File: src/rtl/serial_magnitude_comparator_pkg.sv
// Shared definitions for the bit-serial magnitude comparator: FSM state
// encoding, result-vector bit positions and the index-counter width helper.
package comparator_pkg;

    typedef enum logic {
        IDLE  = 1'b0,
        SHIFT = 1'b1
    } state_t;

    // Bit positions inside the one-hot {G, E, L} result vector.
    localparam int RES_W = 3;
    localparam int RES_G = 2;
    localparam int RES_E = 1;
    localparam int RES_L = 0;

    // The index counter must reach WIDTH-1; a 1-bit operand still needs a 1-bit counter.
    function automatic int idx_width(input int width);
        return (width > 1) ? $clog2(width) : 1;
    endfunction

endpackage

File: src/rtl/serial_magnitude_comparator.sv
// Bit-serial unsigned magnitude comparator: latches A/B on start, scans MSB first,
// stops at the first differing bit and reports one-hot G/E/L with a done strobe.
module serial_magnitude_comparator
    import comparator_pkg::*;
#(
    parameter int WIDTH = 4
) (
    input  logic             clk,
    input  logic             rst,
    input  logic             start,
    input  logic [WIDTH-1:0] A,
    input  logic [WIDTH-1:0] B,
    output logic             busy,
    output logic             done,
    output logic             G,
    output logic             E,
    output logic             L
);

    localparam int IDX_W = idx_width(WIDTH);

    state_t             state_q, state_d;
    logic [WIDTH-1:0]   a_q, a_d;
    logic [WIDTH-1:0]   b_q, b_d;
    logic [IDX_W-1:0]   idx_q, idx_d;
    logic [RES_W-1:0]   res_q, res_d;
    logic               done_q, done_d;

    logic               a_bit;
    logic               b_bit;

    assign a_bit = a_q[idx_q];
    assign b_bit = b_q[idx_q];

    always_comb begin
        state_d = state_q;
        a_d     = a_q;
        b_d     = b_q;
        idx_d   = idx_q;
        res_d   = res_q;
        done_d  = 1'b0;

        case (state_q)
            IDLE: begin
                if (start) begin
                    a_d     = A;
                    b_d     = B;
                    idx_d   = IDX_W'(WIDTH - 1);
                    res_d   = '0;
                    state_d = SHIFT;
                end
            end
            SHIFT: begin
                // The first differing bit from the top decides; equal bits keep walking down.
                if (a_bit && !b_bit) begin
                    res_d[RES_G] = 1'b1;
                    done_d       = 1'b1;
                    state_d      = IDLE;
                end else if (!a_bit && b_bit) begin
                    res_d[RES_L] = 1'b1;
                    done_d       = 1'b1;
                    state_d      = IDLE;
                end else if (idx_q == '0) begin
                    res_d[RES_E] = 1'b1;
                    done_d       = 1'b1;
                    state_d      = IDLE;
                end else begin
                    idx_d = idx_q - IDX_W'(1);
                end
            end
            default: state_d = IDLE;
        endcase
    end

    always_ff @(posedge clk or posedge rst) begin
        if (rst) begin
            state_q <= IDLE;
            a_q     <= '0;
            b_q     <= '0;
            idx_q   <= '0;
            res_q   <= '0;
            done_q  <= 1'b0;
        end else begin
            state_q <= state_d;
            a_q     <= a_d;
            b_q     <= b_d;
            idx_q   <= idx_d;
            res_q   <= res_d;
            done_q  <= done_d;
        end
    end

    assign busy = (state_q == SHIFT);
    assign done = done_q;
    assign G    = res_q[RES_G];
    assign E    = res_q[RES_E];
    assign L    = res_q[RES_L];

endmodule
File: config.mk
export PLATFORM = sky130hd
export DESIGN_NAME = serial_magnitude_comparator
export DESIGN_NICKNAME = d
export VERILOG_FILES = /design/src/rtl/serial_magnitude_comparator_pkg.sv /design/src/rtl/serial_magnitude_comparator.sv
export SDC_FILE = /design/constraint.sdc
export NUM_CORES = 1
export LEC_CHECK = 0
export ABC_CLOCK_PERIOD_IN_PS = 1520
export CAP_MARGIN = 5
export CELL_PAD_IN_SITES_DETAIL_PLACEMENT = 1
export CELL_PAD_IN_SITES_GLOBAL_PLACEMENT = 1
export CORE_MARGIN = 2
export CORE_UTILIZATION = 34
export CTS_CLUSTER_DIAMETER = 50
export DETAILED_ROUTE_END_ITERATION = 12
export PLACE_DENSITY = 0.84
export SYNTH_ARGS = -nofsm -noshare
export SYNTH_HDL_FRONTEND = slang
export SYNTH_SLANG_ARGS = --single-unit
File: constraint.sdc
create_clock -name clk -period 1.52 [get_ports clk]
set_clock_uncertainty 0.1 [all_clocks]
set_input_delay 0.304 -clock clk [delete_from_list [all_inputs] [get_ports clk]]
set_output_delay 0.304 -clock clk [all_outputs]
set_load 0.02 [all_outputs]
-- Word level (Yosys, flattened, before mapping)
Cells that the tools add are included.
- RAM bits: 0
- latch bits: 0
- memory bits (read-only): 0
- logic and storage cells: 53
- memories kept: 0
- flip-flop bits (word level): 15
- input port bits: 11
- shift-type cells: 0
- $add $sub $neg: 1
- multipliers: 0
- multiplexer cells: 25
- divide/modulo/power cells: 0
- equal/unequal tests: 7
- reduce and logical (&&, ||, !) cells: 10
- $lt $le $gt $ge: 1
- bitwise operators: 1
- operator list (cell ; count):
    2-to-1 mux 1 bit ; 14
    2-to-1 mux 2 bit ; 5
    inequality test 2 bit (second input constant) ; 4
    AND reduction 4 bit ; 2
    inequality test 2 x 1 -> 1 bit (second input constant) ; 3
    case mux 3 bit (2 select lines) ; 1
    binary-select mux 1 bit (select 2 bit) ; 2
    case mux 2 bit (2 select lines) ; 1
    AND reduction 2 bit ; 2
    < comparator 2 x 3 -> 1 bit (second input constant) ; 1
    2-to-1 mux 3 bit ; 1
    AND reduction 3 bit ; 1
    logical AND 1 bit ; 2
    zero test 1 bit ; 2
    zero test 2 bit ; 1
    case mux 1 bit (2 select lines) ; 1
    subtractor 2 x 1 -> 2 bit (second input constant) ; 1
    inverter 1 bit ; 1

-- Depth between registers and ports, before layout
Gate-level depths: netlist of the first run.
- depth in word-level cells: 7
- mapped depth: 5

-- Worst setup path after synthesis of the first run
No wires, ideal clock.
- path kind: register to register
- from: reg idx_q[0]
- to: reg idx_q[1]
- data required time: 1296 ps
- setup time: 124 ps
- setup slack: -138 ps
- period minus slack after synthesis: 1658 ps
- data arrival time: 1434 ps
- stages on the path, launching flop included: 5
- cells stage by stage: dfrtp_1 > mux4_2 > xnor2_4 > nand3_2 > mux2i_1
- cells in the longest elaborated chain, start to end: 6
- RTL lines (what ; RTL line ; text):
    start, declared ; serial_magnitude_comparator.sv:25 ; logic [IDX_W-1:0] idx_q, idx_d;
    start signal, assigned ; serial_magnitude_comparator.sv:87 ; idx_q <= idx_d;
    branches (longest 6 deep; another with subtractor 2 x 1 -> 2 bit) ; -- ;
Parallel ways; which one is timed is not known. The select of a mux whose other input is x is not followed.
A chain may end at the register's enable or synchronous reset.

-- Final worst setup path of the first run
- from: reg idx_q[0]
- to: reg idx_q[0]
The elaborated chain is that of the path after synthesis.

==> summary.md, run 1 <==
| Metric | Value |
|---|---|
| YS warnings | `0` |
| Die Area | `~0.0024 mm^2` |
| Avg Synthesized Cell Area | `13.2 um^2` |
| CTS tree | `built` |
| Crit-path cells | `mux4_2, xnor2_4, a21o_1, a31oi_2` |
| Clock Pin Slew Worst Setup and Hold Paths | `0.09 ns` |
| Vias in the first global route | `555` |
| Number of diodes | `0` |
| Setup slack, reg-to-reg | `-0.18 ns` |
| Max-slew violation count | `0` |
| Internal | `between 1 and 1.5 mW` |
| Share of layout cells above drive strength 1 | `33.8%` |
| Final wirelength | `1330 um` |
| Crit path arrival time | `approximately 1.8 ns` |
| Synth Register Bits | `15` |
| Core Area | `0.00194 mm^2` |
| Crit path time final | `between 1.5 and 2 ns` |
| # fillers | `220` |
| Global route overflow | `0` |
| GP Congestion | `0.709` |
| Design Area, Final | `948 um^2` |
| Net Count, Synth | `65` |
| CP max-delay cell | `mux4_2` |
| RSZ-0062 raised after global routing | `true` |
| Post-Syn Instances | `53` |
| Crit path from | `idx_q[0]` |
| Nets | `90` |
| Sequential Area | `between 300 and 400 um^2` |
| Leading area contributor after synthesis | `dfrtp_1` |
| Clock share of power | `10.9%` |
| Pwr Density | `about 2200 mW/mm^2` |
| Hold Crit Class | `primary input to asynchronous set/reset pin` |
| Distinct cells, synth | `19` |
| Global-route wire length before repair | `2480 um` |
| Worst EP required | `1.63 ns` |
| Crit. End Element | `flop` |
| Reg2reg start | `idx_q[0]` |
| Ports | `16` |
| Critical Path Source Type | `flop` |
| Starting density of the core | `roughly 36%` |
| DP Wirelength | `slightly above 1000 um` |
| Delay of the slowest critical-path stage | `0.58 ns` |
| Worst slew margin | `86.0%` |
| DRC viols | `0` |
| Post-route clock period utilization | `112%` |
| Cts bufs inserted | `3` |
| Pleak | `0.439 nW` |
| Cts hold-fix bufs | `0` |
| Die H | `49.3 um` |
| MaxCap Viol Count | `0` |
| Root Driver | `clkbuf_4` |
| H-tree Lvls | `1` |
| Initial antenna violation count | `0` |
| Combinational power share | `54.9%` |
| Fin util | `48.8%` |
| Setup violations, final | `7` |
| Largest net degree at the start of global routing | `16` |
| Register share of total power | `34.3%` |
| Fmax | `~590 MHz` |
| Worst skew pair latency | `between 0.2 and 0.3 ns` |
| Vias per inst | `between 4 and 5` |
| Final hold vios | `0` |
| Rows | `16` |
| Worst R2R Path Depth | `4` |
| Switching portion of total power | `36.4%` |
| Kind of critical path | `flop to flop` |
| Clock tree sinks | `15` |
| Slew @ Worst Pin | `about 0.21 ns` |
| Via count | `470` |
| Setup WS post-layout | `-0.179 ns` |
| Critical Path Fanout Max | `4` |
| Multi-input gate area | `295 um^2` |
| R2r endpoint | `idx_q[0]` |
| Area contributors post-synth | `dfrtp_1, mux2_2, mux4_2` |
| Antenna Nets Post-Route | `0` |
| Status | `finished with violations` |
| Port Buffers | `15` |
| Psw | `~0.76 mW` |
| Violated checks | `setup timing` |
| Post-Place Cell Area | `908 um^2` |
| Routed length per instance | `12.8 um` |
| DRT Pass-1 Iters | `2` |
| Die Span X | `49.3 um` |
| VDD IR max | `981 uV` |
| Initial detailed-routing violation count | `3` |
| Register area share after synthesis | `53.8%` |
| Area delta synth->final | `35.8%` |
| Yosys top cell area share | `53.8%` |
| GRT Util Overall | `14.1%` |
| Post-Synthesis Cell Area | `roughly 700 um^2` |
| Clock tree buffer depth | `2` |
registers in the layout, indices dropped and copies added (netlist names):
signal	cells
idx_q	2
b_q	4
busy	1
done	1
a_q	4
res_q	3
logic make-up after synthesis:
| logic type | share of synthesized area, % |
|---|---|
| AO/OA/AOI/OAI | 6.81 |
| flip-flops | 53.8 |
| adder cells (fa/ha/maj) | 1.79 |
| multiplexers | 20.8 |
| XOR/XNOR | 3.94 |
| AND/OR/NAND/NOR | 7.53 |
| buffers and inverters | 5.38 |
power by group through the flow:
stage	Sequential [mW]	Combinational [mW]	Clock, mW
after floorplan	0.775	0.719	0
after global placement	0.715	1.05	0
after detailed placement	0.724	1.09	0
after CTS	0.717	1.06	0.237
after global routing	0.746	1.28	0.269
final	0.716	1.15	0.227
cells in the mapped netlist, drive strengths merged:
| cell type | n |
|---|---|
| dfrtp | 15 |
| mux2 | 8 |
| inv | 7 |
| o21ai | 4 |
| a31oi | 2 |
| mux4 | 2 |
| nand3 | 2 |
| nor2 | 2 |
| nor2b | 2 |
| a21boi | 1 |
| a21o | 1 |
| and2b | 1 |
| buf | 1 |
| ha | 1 |
| mux2i | 1 |
| nand2 | 1 |
| nor3 | 1 |
| xnor2 | 1 |
final cells by class:
| cell class | count | area share [%] |
|---|---|---|
| Clock buffer | 3 | 2.37 |
| Clock inverter | 1 | 0.528 |
| Inverter | 7 | 2.77 |
| Multi-Input combinational cell | 30 | 31.1 |
| Sequential cell | 15 | 39.7 |
| Tap cell | 27 | 3.56 |
| Timing Repair Buffer | 21 | 19.9 |
cells in the final DEF, fill, tap and decap left out, types with 3 or more instances in the layout:
cell type and n:
clkbuf_4 3, buf_4 6, o21ai_1 3, mux2_2 8
clkdlybuf4s50_1 10, inv_1 7, dlygate4sd2_1 5, dfrtp_1 14
per-layer routing:
layer / up-vias / share of wire (%) / track usage (%)
li1: 229 / - / -
met1: 224 / 41 / 15.5
met2: 15 / 53 / 23.6
met5: - / 0 / 0
met4: 0 / 1.4 / 7.14
met3: 2 / 4.9 / 5.21
critical path, delay by kind of cell, from the launching register on:
family	cells	cell delay, ns
AOI/OAI and AO/OA	2	0.34
xor gates and xnor gates	1	0.19
DFF	1	0.41
muxes	1	0.58
repair_timing:
item	CTS	global route
pin swaps	3	3
resized for setup	7	3
endpoints found under the setup margin	12	7
buffers inserted	0	1
worst max-delay path by stage:
stage	end
2_1_floorplan	idx_q[1]
3_3_place_gp	idx_q[0]
3_5_place_dp	idx_q[0]
4_1_cts	idx_q[0]
5_1_grt	res_q[1]
6_report	idx_q[0]
metrics by stage:
stage          hold WS [ns]  setup WS, ns  TNS, ns  std cells  power, mW
6_report              0.216        -0.179   -0.778        104       2.09
3_5_place_dp          0.395        -0.211    -2.57         99       1.82
4_1_cts               0.216        -0.235   -0.988        103       2.02
2_1_floorplan         0.105        -0.138   -0.503         53       1.49
3_3_place_gp          0.390        -0.177    -1.92         99       1.77
5_1_grt               0.227        -0.270    -1.43        104       2.29
(Power assumes the default switching activity.)
==> run 2: changes to the inputs <==
- ABC_AREA: not set -> 0
- CTS_CLUSTER_SIZE: not set -> 40
- MAX_ROUTING_LAYER: not set -> met4
==> summary.md, run 2 (same netlist as run 1, synthesis figures left out) <==
| Metric | Value |
|---|---|
| Crit path arrival time | `1.81 ns (was 1.80 ns)` |
| Post-route clock period utilization | `112% (about the same)` |
| Die Span X | `49.3 um (unchanged)` |
| Die Area | `0.00243 mm^2 (unchanged)` |
| Fin util | `48.8% (unchanged)` |
| Worst slew margin | `86.0% (about the same)` |
| Via count | `475 (was 470)` |
| Sequential Area | `377 um^2 (unchanged)` |
| Share of layout cells above drive strength 1 | `33.8% (unchanged)` |
| Crit path time final | `1.70 ns (about the same)` |
| Critical Path Fanout Max | `4 (unchanged)` |
| Die H | `49.3 um (unchanged)` |
| Pleak | `0.439 nW (unchanged)` |
| Area delta synth->final | `35.8% (unchanged)` |
| Final hold vios | `0 (unchanged)` |
| Setup WS post-layout | `-0.180 ns (was -0.179 ns)` |
| Vias in the first global route | `561 (was 555)` |
| VDD IR max | `983 uV (was 981 uV)` |
| Crit. End Element | `flop (unchanged)` |
| Multi-input gate area | `295 um^2 (unchanged)` |
| Antenna Nets Post-Route | `0 (unchanged)` |
| Fmax | `588 MHz (about the same)` |
| Critical Path Source Type | `flop (unchanged)` |
| Root Driver | `clkbuf_4 (unchanged)` |
| Slew @ Worst Pin | `0.208 ns (was 0.209 ns)` |
| GRT Util Overall | `14.3% (was 14.1%)` |
| GP Congestion | `0.717 (was 0.709)` |
| Clock tree buffer depth | `2 (unchanged)` |
| H-tree Lvls | `1 (unchanged)` |
| MaxCap Viol Count | `0 (unchanged)` |
| Global-route wire length before repair | `2480 um (about the same)` |
| Post-Place Cell Area | `908 um^2 (unchanged)` |
| Reg2reg start | `idx_q[0] (unchanged)` |
| Most frequent cells in the layout | `dfrtp_1, clkdlybuf4s50_1, mux2_2 (unchanged)` |
| Initial detailed-routing violation count | `4 (was 3)` |
| CTS tree | `built (unchanged)` |
| Crit path from | `idx_q[0] (unchanged)` |
| RSZ-0062 raised after global routing | `true (unchanged)` |
| Regs by FF count | `a_q (4), b_q (4), res_q (3) (unchanged)` |
| Clock Pin Slew Worst Setup and Hold Paths | `0.09 ns (about the same)` |
| Worst EP required | `1.63 ns (about the same)` |
| Kind of critical path | `flop to flop (unchanged)` |
| Clock tree sinks | `15 (unchanged)` |
| Final non-filler cell total | `104 (unchanged)` |
| Hold Crit Class | `primary input to asynchronous set/reset pin (unchanged)` |
| Setup slack, reg-to-reg | `-0.18 ns (about the same)` |
| Pwr Density | `2210 mW/mm^2 (was 2200 mW/mm^2)` |
| Ports | `16 (unchanged)` |
| DP Wirelength | `1040 um (unchanged)` |
| Cts bufs inserted | `3 (unchanged)` |
| Global route overflow | `0 (unchanged)` |
| Post-Place Cells | `99 (unchanged)` |
| Largest net degree at the start of global routing | `16 (unchanged)` |
| Design Area, Final | `948 um^2 (unchanged)` |
| Max-slew violation count | `0 (unchanged)` |
| Routed length per instance | `12.9 um (was 12.8 um)` |
| Violated checks | `setup timing (unchanged)` |
| Port Buffers | `15 (unchanged)` |
| Vias per inst | `4.57 (was 4.52)` |
| Worst R2R Path Depth | `4 (unchanged)` |
| Rows | `16 (unchanged)` |
| R2r endpoint | `idx_q[0] (unchanged)` |
| CP endpoint | `idx_q[0] (unchanged)` |
| Core Area | `0.00194 mm^2 (unchanged)` |
| Setup violations, final | `7 (unchanged)` |
| DRT Pass-1 Iters | `2 (unchanged)` |
| # fillers | `220 (unchanged)` |
| DRC viols | `0 (unchanged)` |
| Initial antenna violation count | `0 (unchanged)` |
| Dpl ws | `-0.211 ns (unchanged)` |
| Commonest non-fill, non-tap cell in the layout | `dfrtp_1 (unchanged)` |
| Worst skew pair latency | `0.29 ns (was 0.28 ns)` |
| Nets | `90 (unchanged)` |
| Final wirelength | `1340 um (was 1330 um)` |
| Starting density of the core | `36.0% (unchanged)` |
| Cts hold-fix bufs | `0 (unchanged)` |
| Number of diodes | `0 (unchanged)` |
| Status | `finished with violations (unchanged)` |
run 2: per-layer routing:
metal	wire length, um	part of all wire [%]	global-route usage, %	vias up
met5	0	0	-	-
met4	26	1.9	7.14	0
met3	65	4.9	3.99	4
met2	697	52	23.6	17
met1	549	41	15.7	225
li1	-	-	-	229
run 2: layout make-up:
cell class	instances	share of cell area (%)
Sequential cell	15	39.7
Multi-Input combinational cell	30	31.1
Timing Repair Buffer	21	19.9
Tap cell	27	3.56
Inverter	7	2.77
Clock buffer	3	2.37
Clock inverter	1	0.528
run 2: how the worst min path moves through the flow:
stage	to	cells past startpoint	slack (ns)	from
after floorplan	a_q[0]	1	0.11	rst
after global placement	a_q[2]	1	0.39	a_q[2]
after detailed placement	b_q[2]	1	0.39	b_q[2]
after CTS	res_q[0]	3	0.22	rst
after global routing	res_q[0]	3	0.23	rst
final	res_q[0]	3	0.21	rst
run 2: repair_timing:
action / 4_1_cts / 5_1_grt
setup endpoints to repair: 12 / 7
pin swaps: 3 / 3
buffers inserted: 0 / 1
resized for setup: 7 / 3
run 2: power breakdown:
group,leakage [nW],internal (mW),switching [mW]
Sequential,0.177,0.595,0.121
Clock,0.0177,0.0978,0.131
Combinational,0.245,0.638,0.510
run 2: worst max-delay path: stages (launching register included):
cell	delay (ns)
dfrtp_2	0.41
mux4_2	0.58
xnor2_4	0.19
a21o_1	0.19
a31oi_2	0.15
run 2: through the flow:
| step | hold WS [ns] | setup TNS [ns] | total power, mW |
|---|---|---|---|
| 6_report | 0.215 | -0.773 | 2.09 |
| 5_1_grt | 0.232 | -1.43 | 2.29 |
| 4_1_cts | 0.216 | -0.988 | 2.02 |
| 3_5_place_dp | 0.395 | -2.57 | 1.82 |
| 3_3_place_gp | 0.390 | -1.92 | 1.77 |
| 2_1_floorplan | 0.105 | -0.503 | 1.49 |
==> run 3: changes to the inputs <==
- CORE_MARGIN: 2 -> 1
==> summary.md, run 3 (same netlist as run 1, synthesis figures left out) <==
| Metric | Value |
|---|---|
| Most frequent cells in the layout | `dfrtp_1, clkdlybuf4s50_1, mux2_2 (unchanged)` |
| Status | `finished with violations (unchanged)` |
| Dpl ws | `-0.198 ns (was -0.211 ns)` |
| Share of layout cells above drive strength 1 | `32.1% (was 33.8%)` |
| Clock tree buffer depth | `2 (unchanged)` |
| Setup violations, final | `7 (unchanged)` |
| MaxCap Viol Count | `0 (unchanged)` |
| Area delta synth->final | `35.8% (unchanged)` |
| Die H | `47.3 um (was 49.3 um)` |
| Design Area, Final | `948 um^2 (unchanged)` |
| Critical Path Fanout Max | `5 (was 4)` |
| Antenna Nets Post-Route | `0 (unchanged)` |
| Commonest non-fill, non-tap cell in the layout | `dfrtp_1 (unchanged)` |
| Post-route clock period utilization | `116% (was 112%)` |
| GRT Util Overall | `15.5% (was 14.3%)` |
| Worst EP required | `1.63 ns (about the same)` |
| Initial antenna violation count | `0 (unchanged)` |
| Largest net degree at the start of global routing | `16 (unchanged)` |
| Worst slew margin | `87.2% (was 86.0%)` |
| Sequential Area | `375 um^2 (was 377 um^2)` |
| Routed length per instance | `13.2 um (was 12.9 um)` |
| CTS tree | `built (unchanged)` |
| Worst skew pair latency | `0.29 ns (about the same)` |
| Violated checks | `setup timing (unchanged)` |
| Slew @ Worst Pin | `0.187 ns (was 0.208 ns)` |
| Crit. End Element | `flop (unchanged)` |
| DRC viols | `0 (unchanged)` |
| Regs by FF count | `a_q (4), b_q (4), res_q (3) (unchanged)` |
| Port Buffers | `15 (unchanged)` |
| Rows | `16 (unchanged)` |
| Number of diodes | `0 (unchanged)` |
| H-tree Lvls | `1 (unchanged)` |
| GP Congestion | `0.724 (was 0.717)` |
| Nets | `91 (was 90)` |
| DP Wirelength | `1010 um (was 1040 um)` |
| Multi-input gate area | `289 um^2 (was 295 um^2)` |
| Cts bufs inserted | `3 (unchanged)` |
| DRT Pass-1 Iters | `1 (was 2)` |
| Starting density of the core | `36.0% (unchanged)` |
| Max-slew violation count | `0 (unchanged)` |
| Hold Crit Class | `primary input to asynchronous set/reset pin (unchanged)` |
| Clock Pin Slew Worst Setup and Hold Paths | `0.10 ns (was 0.09 ns)` |
| Final non-filler cell total | `105 (was 104)` |
| Global-route wire length before repair | `2170 um (was 2480 um)` |
| Hold slack | `0.198 ns (was 0.215 ns)` |
| Final hold vios | `0 (unchanged)` |
| Post-Place Cell Area | `916 um^2 (was 908 um^2)` |
| Kind of critical path | `flop to flop (unchanged)` |
| # fillers | `214 (was 220)` |
| Die Area | `0.00224 mm^2 (was 0.00243 mm^2)` |
| Final wirelength | `1380 um (was 1340 um)` |
| Core Area | `0.00194 mm^2 (unchanged)` |
| Global route overflow | `0 (unchanged)` |
| Post-Place Cells | `100 (was 99)` |
| Vias per inst | `4.65 (was 4.57)` |
| Total Power | `2.11 mW (was 2.09 mW)` |
| Worst R2R Path Depth | `4 (unchanged)` |
| VDD IR max | `908 uV (was 983 uV)` |
| Initial detailed-routing violation count | `0 (was 4)` |
| Die Span X | `47.3 um (was 49.3 um)` |
| Pwr Density | `2220 mW/mm^2 (was 2210 mW/mm^2)` |
| Setup WS post-layout | `-0.247 ns (was -0.180 ns)` |
| Crit path time final | `1.77 ns (was 1.70 ns)` |
| Vias in the first global route | `505 (was 561)` |
| Fmax | `566 MHz (was 588 MHz)` |
| Via count | `488 (was 475)` |
| Critical Path Source Type | `flop (unchanged)` |
| Crit path arrival time | `1.87 ns (was 1.81 ns)` |
| Pleak | `0.445 nW (was 0.439 nW)` |
| RSZ-0062 raised after global routing | `true (unchanged)` |
| Ports | `16 (unchanged)` |
| Clock tree sinks | `15 (unchanged)` |
| Root Driver | `clkbuf_4 (unchanged)` |
## run 3: repair_timing
action | 4_1_cts | 5_1_grt
resized for setup | 7 | 2
buffers inserted | 0 | 1
pin swaps | 5 | 4
hold buffers | 0 | 0
setup endpoints to repair | 12 | 7
## run 3: final cells by class
class | instances | area share, %
sequential | 15 | 39.6
multi-input combinational | 30 | 30.5
timing repair buffer | 22 | 20.7
tap | 27 | 3.56
inverter | 7 | 2.77
clock buffer | 3 | 2.37
clock inverter | 1 | 0.528
## run 3: routing by layer
metal | part of all wire [%] | track usage [%] | wire length (um)
met5 | 0 | - | 0
met2 | 51 | 23.0 | 712
met4 | 3.7 | 13.7 | 51
met3 | 3.2 | 2.31 | 44
met1 | 42 | 18.0 | 577
## run 3: metrics by stage
stage / util [%] / TNS, ns
6_report: 48.8 / -0.923
3_5_place_dp: 47.2 / -2.09
5_1_grt: 48.8 / -1.52
4_1_cts: 48.3 / -0.878
2_1_floorplan: - / -0.503
3_3_place_gp: 47.2 / -1.80
## run 3: worst paths after layout
| kind | slack (ns) | startpoint | end |
|---|---|---|---|
| setup / recovery | -0.25 | idx_q[0] | idx_q[1] |
| min in group clk | 0.41 | b_q[3] | b_q[3] |
| hold reg to reg | 0.41 | b_q[3] | b_q[3] |
| hold / removal | 0.20 | rst | idx_q[1] |
| setup reg to reg | -0.25 | idx_q[0] | idx_q[1] |
| max in group asynchronous | 0.94 | rst | b_q[3] |
## run 3: critical path, cell delays in order, from the launching register on
cell and delay [ns]:
dfrtp_1 0.42, mux4_2 0.59, xnor2_4 0.24, nand3_2 0.12, mux2i_1 0.21
## run 3: power by group
part           internal, mW  total (mW)  switching [mW]
Sequential            0.592       0.711           0.118
Combinational         0.640        1.16           0.521
Clock                0.0980       0.234           0.136
